## src/rtl/alu_unit_pkg.sv

```systemverilog
// ---------------------------------------------------------------------------
// alu_unit_pkg
//   Shared ALU op-code definitions. The control unit imports this same
//   package so the op encoding lives in exactly one place.
//   Codes 6 and 7 are reserved and behave like NOP (done still pulses).
// ---------------------------------------------------------------------------
package alu_unit_pkg;

    typedef enum logic [2:0] {
        ALU_NOP  = 3'd0,
        ALU_ADD  = 3'd1,
        ALU_MUL  = 3'd2,
        ALU_SUB  = 3'd3,
        ALU_SFTR = 3'd4,
        ALU_SFTL = 3'd5
    } alu_op_e;

endpackage

```

## src/rtl/alu_unit_seq_multiplier.sv

```systemverilog
// ---------------------------------------------------------------------------
// seq_multiplier
//   Iterative shift-add multiplier, one partial product per clock, fixed
//   latency of DATA_W iterations (no early exit).
//
// Ports
//   clk      in   system clock
//   rst_n    in   synchronous active-low reset; aborts any multiply
//   start    in   load a/b and begin iterating (ignored while busy)
//   a, b     in   multiplicand / multiplier, sampled on the start edge
//   busy     out  high while iterating
//   done     out  high during the cycle whose rising edge performs the
//                 final iteration; the parent commits product on that edge
//   product  out  low DATA_W bits of a*b, valid while done is high
// ---------------------------------------------------------------------------
module seq_multiplier #(
    parameter int DATA_W = 16,
    parameter int CNT_W  = 5
) (
    input  logic              clk,
    input  logic              rst_n,
    input  logic              start,
    input  logic [DATA_W-1:0] a,
    input  logic [DATA_W-1:0] b,
    output logic              busy,
    output logic              done,
    output logic [DATA_W-1:0] product
);

    logic [DATA_W-1:0] mcand_reg;
    logic [DATA_W-1:0] mplier_reg;
    logic [DATA_W-1:0] acc_reg;
    logic [DATA_W-1:0] acc_next;
    logic [CNT_W-1:0]  cnt_reg;
    logic              busy_reg;
    logic              last_iter;

    // Accumulator value after the iteration performed on the coming edge.
    assign acc_next  = mplier_reg[0] ? (acc_reg + mcand_reg) : acc_reg;
    assign last_iter = (cnt_reg == CNT_W'(DATA_W - 1));

    assign busy    = busy_reg;
    // done/product are combinational so the parent can register the final
    // product on the very edge that performs the last iteration.
    assign done    = busy_reg && last_iter;
    assign product = acc_next;

    always_ff @(posedge clk) begin
        if (!rst_n) begin
            mcand_reg  <= '0;
            mplier_reg <= '0;
            acc_reg    <= '0;
            cnt_reg    <= '0;
            busy_reg   <= 1'b0;
        end else if (busy_reg) begin
            acc_reg    <= acc_next;
            mcand_reg  <= {mcand_reg[DATA_W-2:0], 1'b0};
            mplier_reg <= {1'b0, mplier_reg[DATA_W-1:1]};
            cnt_reg    <= cnt_reg + CNT_W'(1);
            if (last_iter) begin
                busy_reg <= 1'b0;
            end
        end else if (start) begin
            mcand_reg  <= a;
            mplier_reg <= b;
            acc_reg    <= '0;
            cnt_reg    <= '0;
            busy_reg   <= 1'b1;
        end
    end

endmodule

```

## src/rtl/alu_unit.sv

```systemverilog
// ---------------------------------------------------------------------------
// alu_unit
//   Arithmetic stage behind the control unit. ADD/SUB/SFTR/SFTL commit in
//   the accepting edge; MUL runs through seq_multiplier and commits DATA_W
//   edges later. NOP and reserved codes leave result/z alone but still pulse
//   done so the control unit never waits forever.
//
// Ports
//   clk      in   system clock
//   rst_n    in   synchronous active-low reset (aborts MUL, no done)
//   start    in   one-cycle strobe; accepted only while busy is low
//   alu_op   in   op code (see alu_unit_pkg)
//   op_a     in   accumulator operand
//   op_b     in   bus operand
//   result   out  registered result for AC write-back
//   z        out  registered zero flag of the last committed result
//   busy     out  high while a MUL is iterating
//   done     out  one-cycle pulse after each committed operation
// ---------------------------------------------------------------------------
module alu_unit
    import alu_unit_pkg::*;
#(
    parameter int DATA_W = 16,
    parameter int CNT_W  = 5
) (
    input  logic              clk,
    input  logic              rst_n,
    input  logic              start,
    input  logic [2:0]        alu_op,
    input  logic [DATA_W-1:0] op_a,
    input  logic [DATA_W-1:0] op_b,
    output logic [DATA_W-1:0] result,
    output logic              z,
    output logic              busy,
    output logic              done
);

    logic              accept;
    logic              mul_start;
    logic              mul_busy;
    logic              mul_done;
    logic [DATA_W-1:0] mul_product;

    logic [DATA_W-1:0] result_reg;
    logic [DATA_W-1:0] result_next;
    logic              z_reg;
    logic              z_next;
    logic              done_reg;
    logic              done_next;
    logic              commit;
    logic [DATA_W-1:0] commit_val;

    // A start during a multiply is dropped completely.
    assign accept    = start && !mul_busy;
    assign mul_start = accept && (alu_op == ALU_MUL);

    seq_multiplier #(
        .DATA_W (DATA_W),
        .CNT_W  (CNT_W)
    ) u_mul (
        .clk     (clk),
        .rst_n   (rst_n),
        .start   (mul_start),
        .a       (op_a),
        .b       (op_b),
        .busy    (mul_busy),
        .done    (mul_done),
        .product (mul_product)
    );

    always_comb begin
        commit     = 1'b0;
        commit_val = '0;
        done_next  = 1'b0;
        // mul_done and accept are mutually exclusive: busy is high whenever
        // the multiplier is finishing.
        if (mul_done) begin
            commit     = 1'b1;
            commit_val = mul_product;
            done_next  = 1'b1;
        end else if (accept) begin
            done_next = (alu_op != ALU_MUL);
            case (alu_op)
                ALU_ADD: begin
                    commit     = 1'b1;
                    commit_val = op_a + op_b;
                end
                ALU_SUB: begin
                    commit     = 1'b1;
                    commit_val = op_a - op_b;
                end
                ALU_SFTR: begin
                    commit     = 1'b1;
                    commit_val = {1'b0, op_a[DATA_W-1:1]};
                end
                ALU_SFTL: begin
                    commit     = 1'b1;
                    commit_val = {op_a[DATA_W-2:0], 1'b0};
                end
                default: begin
                    commit     = 1'b0;
                    commit_val = '0;
                end
            endcase
        end
    end

    assign result_next = commit ? commit_val : result_reg;
    assign z_next      = commit ? (commit_val == '0) : z_reg;

    always_ff @(posedge clk) begin
        if (!rst_n) begin
            result_reg <= '0;
            z_reg      <= 1'b1;
            done_reg   <= 1'b0;
        end else begin
            result_reg <= result_next;
            z_reg      <= z_next;
            done_reg   <= done_next;
        end
    end

    assign result = result_reg;
    assign z      = z_reg;
    assign busy   = mul_busy;
    assign done   = done_reg;

endmodule

```

## config.mk

```make
export PLATFORM = sky130hd
export DESIGN_NAME = alu_unit
export DESIGN_NICKNAME = d
export VERILOG_FILES = /design/src/rtl/alu_unit_pkg.sv /design/src/rtl/alu_unit_seq_multiplier.sv /design/src/rtl/alu_unit.sv
export SDC_FILE = /design/constraint.sdc
export NUM_CORES = 1
export LEC_CHECK = 0
export CAP_MARGIN = 5
export CORE_UTILIZATION = 46
export CTS_CLUSTER_SIZE = 14
export DETAILED_ROUTE_END_ITERATION = 8
export GPL_ROUTABILITY_DRIVEN = 0
export HOLD_SLACK_MARGIN = 0.12
export PLACE_DENSITY = 0.78
export SYNTH_ARGS = -nofsm -noshare
export SYNTH_HDL_FRONTEND = slang
export SYNTH_HIERARCHICAL = 1
export SYNTH_SLANG_ARGS = --single-unit
```

## constraint.sdc

```tcl
create_clock -name clk -period 6.95 [get_ports clk]
set_input_delay 1.0425 -clock clk [delete_from_list [all_inputs] [get_ports clk]]
set_output_delay 1.0425 -clock clk [all_outputs]
set_load 0.01 [all_outputs]
```

==> results by group, run 1 <==
Status
  • Outcome: complete, but fails checks
  • Failing checks: DRC

Final layout
  • Area growth syn-to-layout: 16.3%
  • # diodes: 0
  • Multi-input gate area: 3810 µm²
  • Fin area: 6360 µm²
  • Share of cells above drive strength 1: 7.25%
  • Fin nets: 773
  • Number of fill cells: 1042
  • Commonest non-fill, non-tap cell in the layout: nand2_1
  • Most frequent cells in the layout: nand2_1, dfxtp_1, clkdlybuf4s50_1
  • FF+latch area: 1440 µm²

Route
  • Initial DRC count: 484
  • Avg WL per Cell: 18.0 µm
  • Via density: 6.12
  • First-pass DRT Iterations: 8
  • DRT Wirelength: 15.2 mm
  • Via count: 5175
  • Post-route DRC: 12
  • Antenna Violating Nets Remaining: 0

Clock tree
  • Clock Sinks: 72
  • Clock Latency Late Sink: 0.34 ns
  • CTS buffer count: 9
  • CTS Root Cell: clkbuf_16
  • Post-CTS Resized: 0
  • Post-CTS Setup Bufs: 0
  • CTS clk-pin slew, worst paths: 0.06 ns
  • TritonCTS clock tree: done
  • Max clock buf depth: 2
  • Hold Buf Count CTS: 0
  • H-tree levels: 3

Synth
  • EDFF count, synth: 0
  • Sequential fraction of the synthesis area: 26.4%
  • Library cells used by synthesis: 74
  • Post-synthesis instance total: 661
  • Mapped Avg Cell Area: 8.27 µm²
  • Synthesized cell area: 5470 µm²
  • Synthesized flop and latch total: 72
  • Share of async-settable or async-resettable flops after synthesis: 0%
  • Total number of yosys warnings: 6
  • Top_reg_cell synth: dfxtp_1
  • Mapped Nets: 734

Global routing
  • Met1 usage in global routing: 34.0%
  • Total GRT Usage: 25.2%
  • Global route overflow: 0
  • Most Used Layer, Global Route: met2
  • Vias in the first global route: 4956
  • Largest net degree at the start of global routing: 95
  • Initial antenna violation count: 0
  • Global Route met2 Usage: 40.4%
  • Global-route wire length before repair: 25.0 mm
  • Grt met3 use: 4.05%

Timing
  • Worst-Margin Slew: 0.918 ns
  • Fin Setup TNS: 0 ns
  • Tcrit/Tclk final: 68.8%
  • Final-report hold violation count: 0
  • Crit path time final: 4.78 ns
  • Worst Skew: 0.00762 ns
  • RSZ-0062 raised after global routing: false
  • Final setup viols: 0
  • Final WS setup: 2.17 ns
  • Max Fclk: 209 MHz
  • Fin. max-slew vios: 0
  • Slew HR: 38.8%

Setup path
  • Crit path DAT: 5.05 ns
  • Worst EP required: 7.22 ns
  • CP Capture Type: register
  • Worst path top cell family by delay: compound AO/OA/AOI/OAI gates
  • Buf+Inv Stages, Crit Path: 2
  • CP max stage delay: 0.46 ns
  • CP most frequent cell: nand2_1
  • Worst Setup Start Kind: primary input
  • Maximum fanout along the worst path: 19
  • Worst-path cell chain: clkdlybuf4s50_1, buf_4, and2b_2, nand2_1, nand2_1, o21ai_0, fa_1, nand2b_1, a21oi_1, o21ai_1, o31ai_1, xnor2_1, a221oi_1, o2111ai_1, a2111o_1, o211ai_2
  • WS Path Type: in2reg
  • Slowest-stage cell, CP: clkdlybuf4s50_1

Floorplanning
  • FP Rows: 39
  • Die Wd: 111 µm
  • CORE AREA: 11500 µm²
  • IO Pins: 57
  • Die Height: 111 µm
  • Initial Util: 47.5%
  • Die ar.: 12300 µm²

Power and ir drop
  • Tot Pwr: 1150 µW
  • Clk pwr share: 40.0%
  • Sw Share: 28.6%
  • Static Leak: 0.00246 µW
  • Combinational share of power: 22.2%
  • Internal: 823 µW
  • Switching power: 329 µW
  • Worst vdd ir: 0.115 mV
  • Sequential share of power: 37.8%
  • Power Density: 181 nW/µm²

Placed design
  • Post-DP Area: 6070 µm²
  • HPWL Detailed: 11.1 mm
  • Place WS: 1.86 ns
  • Port Buffers: 56

Flow run
  • Max Cap Viol: 0

Hold path
  • Min-Delay Path Class: reg2reg
==> power groups by stage <==
stage | logic, µW | registers, µW | clock network [µW]
CTS | 251 | 435 | 470
finish | 256 | 435 | 461
global placement | 242 | 443 | 0
global route | 278 | 436 | 486
floorplan | 161 | 444 | 0
detailed placement | 250 | 444 | 0
==> synthesized netlist by cell type, types with 6 or more instances <==
cell type / count / area share (%)
a21o_1: 6 / 0.82
a21oi_1: 46 / 4.2
and2_1: 36 / 4.1
and3_1: 6 / 0.69
buf_1: 6 / 0.41
clkbuf_1: 21 / 1.4
dfxtp_1: 72 / 26
ha_1: 33 / 7.5
inv_1: 13 / 0.89
mux2_2: 10 / 2.1
mux2i_1: 48 / 8.8
nand2_1: 74 / 5.1
nand2b_1: 10 / 1.1
nor2_1: 32 / 2.2
nor2b_1: 23 / 2.6
nor3_1: 8 / 0.73
nor3b_1: 10 / 1.4
o21a_1: 10 / 1.4
o21ai_0: 52 / 4.8
o21ai_1: 7 / 0.64
o31ai_1: 9 / 1.2
xnor2_1: 18 / 2.9
xor2_1: 17 / 2.7
==> kinds of logic (layout without fill, tap and decap cells) <==
family | after synthesis | in the layout | share of synthesized area (%)
DFF | 72 | 72 | 26.4
muxes | 59 | 59 | 11.1
xor gates and xnor gates | 36 | 36 | 5.90
AOI/OAI and AO/OA | 190 | 190 | 23.3
and+or+nand+nor | 223 | 223 | 21.0
buffers and inverters | 46 | 88 | 4.03
adders and majority gates | 35 | 35 | 8.28
==> cell type report <==
class / instances / area share [%]
sequential: 72 / 22.7
multi-input combinational: 543 / 59.9
timing repair buffer: 61 / 9.33
tap: 143 / 2.81
clock inverter: 3 / 0.689
inverter: 13 / 0.767
clock buffer: 11 / 3.82
==> final timing paths <==
path                                       from                             to  slack (ns)  depth (start not counted)
setup reg to reg  u_mul/cnt_reg[0]$_SDFFE_PN0P_                 z$_SDFFE_PN1P_        3.15                         13
setup / recovery                      alu_op[0]                 z$_SDFFE_PN1P_        2.17                         16
hold reg to reg   u_mul/acc_reg[8]$_SDFFE_PN0P_  u_mul/acc_reg[8]$_SDFFE_PN0P_        0.47                          2
hold / removal    u_mul/acc_reg[8]$_SDFFE_PN0P_  u_mul/acc_reg[8]$_SDFFE_PN0P_        0.47                          2
==> worst min-delay path, stage by stage, from the launching register on <==
cell and delay [ns]:
dfxtp_1 0.32, nand2_1 0.06, o21ai_1 0.05
==> per-layer routing <==
layer / up-vias / part of all wire, %
li1: 2472 / -
met1: 2465 / 45
met2: 206 / 46
met3: 32 / 6.8
met4: 0 / 2.4
met5: - / 0
==> stage by stage <==
step / hold slack (ns) / utilization (%) / std cells
floorplan: 0.443 / - / 661
global placement: 0.456 / 52.7 / 832
CTS: 0.469 / 55.2 / 846
detailed placement: 0.461 / 52.7 / 832
global route: 0.487 / 55.2 / 846
finish: 0.466 / 55.2 / 846
Note: power is estimated with default switching activity, not from simulation.
==> run 2, diff against run 1 <==
==> constraint.sdc (replaced) <==
create_clock -name clk -period 5 [get_ports clk]
set_input_delay 0.75 -clock clk [delete_from_list [all_inputs] [get_ports clk]]
set_output_delay 0.75 -clock clk [all_outputs]
set_load 0.01 [all_outputs]
==> results by group, run 2 (synthesized netlist as in run 1, its figures left out) <==
Status
  • Outcome: complete, but fails checks
  • Failing checks: DRC

Clock tree
  • Post-CTS Resized: 0 (unchanged)
  • CTS buffer count: 9 (unchanged)
  • Clock Sinks: 72 (unchanged)
  • H-tree levels: 3 (unchanged)
  • CTS Root Cell: clkbuf_16
  • CTS clk-pin slew, worst paths: 0.06 ns (about the same)
  • Hold Buf Count CTS: 0 (unchanged)
  • Max clock buf depth: 2 (unchanged)
  • TritonCTS clock tree: done
  • Post-CTS Setup Bufs: 0 (unchanged)
  • Clock Latency Late Sink: 0.34 ns (about the same)

Route
  • Via count: 5155 (-0.39%)
  • DRT Wirelength: 15.3 mm (+0.33%)
  • Post-route DRC: 12 (unchanged)
  • Avg WL per Cell: 18.0 µm (+0.21%)
  • First-pass DRT Iterations: 7 (-1)
  • Antenna Violating Nets Remaining: 0 (unchanged)
  • Via density: 6.09 (-0.50%)
  • Initial DRC count: 435 (-10%)

Global routing
  • Global-route wire length before repair: 24.7 mm (-1.2%)
  • Global route overflow: 0 (unchanged)
  • Initial antenna violation count: 0 (unchanged)
  • Largest net degree at the start of global routing: 95 (unchanged)
  • Total GRT Usage: 25.1% (-0.15 points)
  • Vias in the first global route: 4880 (-1.5%)

Timing
  • Fin. max-slew vios: 0 (unchanged)
  • Crit path time final: 4.43 ns
  • Final-report hold violation count: 0 (unchanged)
  • Final setup viols: 0 (unchanged)
  • Slew HR: 38.3% (-0.51 points)
  • Fin Setup TNS: 0 ns (unchanged)
  • Worst-Margin Slew: 0.926 ns (+0.00766 ns)
  • WHS: 0.467 ns (+0.0000860 ns)
  • Tcrit/Tclk final: 88.5%
  • RSZ-0062 raised after global routing: false
  • Max Fclk: 226 MHz
  • Worst Skew: 0.00874 ns (+0.00112 ns)

Setup path
  • Worst Setup Start Kind: primary input
  • Worst r2r src: u_mul/cnt_reg[0]$_SDFFE_PN0P_
  • Crit path launch: alu_op[2]
  • Crit path DAT: 4.70 ns (-0.35 ns)
  • Maximum fanout along the worst path: 9 (-10)
  • CP Capture Type: register
  • WS Path Type: in2reg
  • Reg2Reg Depth: 13 (unchanged)
  • R2R Setup Slk: 1.20 ns (-1.95 ns)
  • Worst EP required: 5.27 ns (-1.95 ns)
  • Worst R2R End: z$_SDFFE_PN1P_

Final layout
  • Commonest non-fill, non-tap cell in the layout: nand2_1
  • Final Non-Filler Cells: 847 (+0.12%)
  • Most frequent cells in the layout: nand2_1, dfxtp_1, clkdlybuf4s50_1
  • # diodes: 0 (unchanged)
  • Fin nets: 773 (unchanged)
  • Area growth syn-to-layout: 15.7%
  • Share of cells above drive strength 1: 7.24% (-0.010 points)

Floorplanning
  • FP Rows: 39 (unchanged)
  • Initial Util: 47.5% (unchanged)
  • Die ar.: 12300 µm² (unchanged)
  • CORE AREA: 11500 µm² (unchanged)
  • IO Pins: 57 (unchanged)
  • Die Height: 111 µm (unchanged)
  • Die Wd: 111 µm (unchanged)

Placed design
  • HPWL Detailed: 11.3 mm (+1.9%)
  • Post-Place Cells: 832 (unchanged)
  • Port Buffers: 56 (unchanged)

Power and ir drop
  • Combinational share of power: 23.3% (+1.1 points)
  • Clk pwr share: 37.7% (-2.3 points)
  • Worst vdd ir: 0.183 mV (+60%)
  • Sequential share of power: 39.1% (+1.3 points)
  • Static Leak: 0.00244 µW (-0.66%)
  • Sw Share: 30.2% (+1.7 points)
  • Power Density: 245 nW/µm² (+35%)
  • Switching power: 468 µW (+42%)
  • Internal: 1080 µW (+31%)

Hold path
  • Hold Startpoint: u_mul/acc_reg[8]$_SDFFE_PN0P_
  • Min-Delay Path Class: reg2reg
  • Worst Hold End: u_mul/acc_reg[8]$_SDFFE_PN0P_
  • WHS Path Cells: 2 (unchanged)

Flow run
  • Max Cap Viol: 0 (unchanged)
[run 2: stage by stage]
| stage | cell area (µm²) | power, µW | setup slack [ns] | utilization, % |
|---|---|---|---|---|
| 2_1_floorplan | 5470 | 841 | 1.10 | - |
| 3_3_place_gp | 6070 | 954 | 0.515 | 52.7 |
| 3_5_place_dp | 6070 | 966 | 0.305 | 52.7 |
| 4_1_cts | 6330 | 1540 | 0.654 | 54.9 |
| 5_1_grt | 6330 | 1600 | 0.272 | 54.9 |
| 6_report | 6330 | 1550 | 0.573 | 54.9 |
[run 2: power groups by stage]
stage	Clock [µW]	Sequential (µW)	Combinational, µW
after floorplan	0	617	224
after detailed placement	0	617	349
after CTS	586	604	352
final	584	605	361
after global placement	0	616	337
after global routing	609	606	389
[run 2: final cells by class]
| cell class | instances | area (µm²) |
|---|---|---|
| Fill cell | 1033 | 5190 |
| Multi-Input combinational cell | 543 | 3810 |
| Sequential cell | 72 | 1440 |
| Timing Repair Buffer | 61 | 593 |
| Clock buffer | 11 | 233 |
| Tap cell | 143 | 179 |
| Inverter | 13 | 48.8 |
| Clock inverter | 4 | 22.5 |
[run 2: worst max-delay path by stage]
| stage | to | slack, ns |
|---|---|---|
| after floorplan | z$_SDFFE_PN1P_ | 1.10 |
| after global placement | z$_SDFFE_PN1P_ | 0.51 |
| after detailed placement | z$_SDFFE_PN1P_ | 0.31 |
| after CTS | z$_SDFFE_PN1P_ | 0.65 |
| after global routing | z$_SDFFE_PN1P_ | 0.27 |
| final | z$_SDFFE_PN1P_ | 0.57 |
[run 2: routing by layer]
| layer | vias to the layer above | track usage [%] | share of wire, % |
|---|---|---|---|
| met1 | 2429 | 33.8 | 45 |
| met2 | 219 | 40.1 | 45 |
| met4 | 0 | 8.92 | 2.2 |
| met3 | 31 | 4.76 | 7.5 |
| li1 | 2476 | - | - |
| met5 | - | 0 | 0 |
[run 2: critical path: stages]
cell and delay [ns]:
clkdlybuf4s50_1 0.56, and2b_2 0.29, nand2_1 0.24, o21ai_0 0.21
fa_1 0.47, nand2b_1 0.19, a21oi_1 0.25, o21ai_1 0.18
o31ai_1 0.30, xnor2_1 0.11, a221oi_1 0.39, o2111ai_1 0.17
a2111o_1 0.44, o211ai_2 0.15
==> run 3, diff against run 2 <==
--- a/config.mk
+++ b/config.mk
@@ -6,6 +6,7 @@
 export NUM_CORES = 1
 export LEC_CHECK = 0
 export CAP_MARGIN = 5
+export CORE_MARGIN = 2
 export CORE_UTILIZATION = 46
 export CTS_CLUSTER_SIZE = 14
 export DETAILED_ROUTE_END_ITERATION = 8
==> results by group, run 3 (synthesized netlist as in run 1, its figures left out) <==
Status
  • Outcome: complete, but fails checks
  • Failing checks: DRC

Timing
  • Crit path time final: 4.49 ns (+0.0653 ns)
  • Tcrit/Tclk final: 89.9% (+1.3 points)
  • Worst Skew: 0.0101 ns (+0.00134 ns)
  • Max Fclk: 223 MHz (-1.5%)
  • Final-report hold violation count: 0 (unchanged)
  • RSZ-0062 raised after global routing: false
  • Worst-Margin Slew: 0.947 ns (+0.0211 ns)
  • Fin. max-slew vios: 0 (unchanged)
  • Final setup viols: 0 (unchanged)
  • Slew HR: 36.9% (-1.4 points)
  • Fin Setup TNS: 0 ns (unchanged)

Floorplanning
  • IO Pins: 57 (unchanged)
  • FP Rows: 39 (unchanged)
  • CORE AREA: 11500 µm² (unchanged)
  • Initial Util: 47.5% (unchanged)
  • Die ar.: 12800 µm² (+3.6%)
  • Die Height: 113 µm (+1.8%)
  • Die Wd: 113 µm (+1.8%)

Final layout
  • FF+latch area: 1440 µm² (unchanged)
  • Final core utilization: 55.1% (+0.17 points)
  • Number of fill cells: 1056 (+2.2%)
  • Final Non-Filler Cells: 848 (+0.12%)
  • Area growth syn-to-layout: 16.1%
  • Commonest non-fill, non-tap cell in the layout: nand2_1
  • Most frequent cells in the layout: nand2_1, dfxtp_1, clkdlybuf4s50_1
  • # diodes: 0 (unchanged)
  • Share of cells above drive strength 1: 7.52% (+0.27 points)
  • Fin nets: 773 (unchanged)
  • Multi-input gate area: 3810 µm² (unchanged)

Flow run
  • Max Cap Viol: 0 (unchanged)

Clock tree
  • Clock Latency Late Sink: 0.34 ns (about the same)
  • Hold Buf Count CTS: 0 (unchanged)
  • CTS buffer count: 9 (unchanged)
  • Max clock buf depth: 2 (unchanged)
  • Clock Sinks: 72 (unchanged)
  • H-tree levels: 3 (unchanged)
  • CTS Root Cell: clkbuf_16
  • TritonCTS clock tree: done
  • Post-CTS Setup Bufs: 0 (unchanged)
  • CTS clk-pin slew, worst paths: 0.06 ns (about the same)
  • Post-CTS Resized: 0 (unchanged)

Hold path
  • Min-Delay Path Class: reg2reg

Route
  • Avg WL per Cell: 18.1 µm (+0.71%)
  • First-pass DRT Iterations: 8 (+1)
  • Via count: 5147 (-0.16%)
  • Post-route DRC: 6 (-6)
  • Via density: 6.07 (-0.27%)
  • Antenna Violating Nets Remaining: 0 (unchanged)
  • Initial DRC count: 505 (+16%)
  • DRT Wirelength: 15.4 mm (+0.83%)

Global routing
  • Largest net degree at the start of global routing: 95 (unchanged)
  • Global route overflow: 0 (unchanged)
  • Grt met3 use: 5.03% (+0.28 points)
  • Met1 usage in global routing: 32.7% (-1.0 points)
  • Total GRT Usage: 24.4% (-0.68 points)
  • Global Route met2 Usage: 40.0% (-0.17 points)
  • Most Used Layer, Global Route: met2
  • Global-route wire length before repair: 25.2 mm (+2.2%)
  • Vias in the first global route: 4950 (+1.4%)
  • Initial antenna violation count: 0 (unchanged)

Power and ir drop
  • Static Leak: 0.00245 µW (about the same)
  • Tot Pwr: 1570 µW (+1.7%)
  • Power Density: 248 nW/µm² (+1.3%)
  • Worst vdd ir: 0.159 mV (-13%)

Setup path
  • Worst-path cell chain: clkdlybuf4s50_1, and2b_2, nand2_1, o21ai_0, fa_1, nand2b_1, a21oi_1, o21ai_1, o31ai_1, xnor2_1, a221oi_1, o2111ai_1, a2111o_1, o211ai_2
  • Worst EP required: 5.27 ns (about the same)
  • CP max stage delay: 0.57 ns (about the same)
  • WS Path Type: in2reg
  • Maximum fanout along the worst path: 9 (unchanged)
  • Crit path DAT: 4.76 ns (+0.06 ns)
  • CP Capture Type: register
  • Slowest-stage cell, CP: clkdlybuf4s50_1
  • Worst Setup Start Kind: primary input

Placed design
  • HPWL Detailed: 11.2 mm (-1.6%)
  • Post-Place Cells: 832 (unchanged)
  • Port Buffers: 56 (unchanged)
[run 3: cell types whose count changed in the layout (fill, tap and decap cells not counted), sizes merged]
cell | previous run | this run
clkinv | 3 | 2
clkinvlp | 1 | 3
[run 3: where the power goes]
part	switching (µW)	internal, µW	total, µW
Sequential	13.4	591	604
Clock	262	348	610
Combinational	201	159	360
Total	476	1100	1570
[run 3: worst paths after layout]
check / from / slack, ns / cells after the start / endpoint
setup / recovery: alu_op[2] / 0.51 / 14 / z$_SDFFE_PN1P_
hold / removal: u_mul/acc_reg[8]$_SDFFE_PN0P_ / 0.47 / 2 / u_mul/acc_reg[8]$_SDFFE_PN0P_
setup reg to reg: u_mul/mcand_reg[0]$_SDFFE_PP0P_ / 1.25 / 12 / z$_SDFFE_PN1P_
hold reg to reg: u_mul/acc_reg[8]$_SDFFE_PN0P_ / 0.47 / 2 / u_mul/acc_reg[8]$_SDFFE_PN0P_
[run 3: layout make-up]
| class | instances | share of cell area [%] |
|---|---|---|
| flip-flops and latches | 72 | 22.7 |
| clock inverters | 5 | 0.513 |
| multi-input cells | 543 | 60.0 |
| repair buffers | 61 | 9.34 |
| well taps | 143 | 2.82 |
| inverters | 13 | 0.769 |
| clock buffers | 11 | 3.82 |
[run 3: per-layer routing]
metal	vias to the layer above	wire, µm
met3	25	1030
met4	0	301
met2	192	7010
met1	2451	7030
met5	-	0
li1	2479	-
[run 3: critical path: cells and delay by family]
family | cells | cell delay (ns)
compound gates | 8 | 2.11
xor+xnor | 1 | 0.11
buf+inv | 1 | 0.57
simple gates | 3 | 0.72
fa+ha+maj | 1 | 0.49
[run 3: through the flow]
stage	setup slack, ns	area, µm²	hold WS [ns]
after floorplan	1.10	5470	0.443
after global placement	0.509	6070	0.455
after detailed placement	0.340	6070	0.465
after CTS	0.581	6350	0.473
after global routing	0.310	6350	0.493
final	0.507	6350	0.470
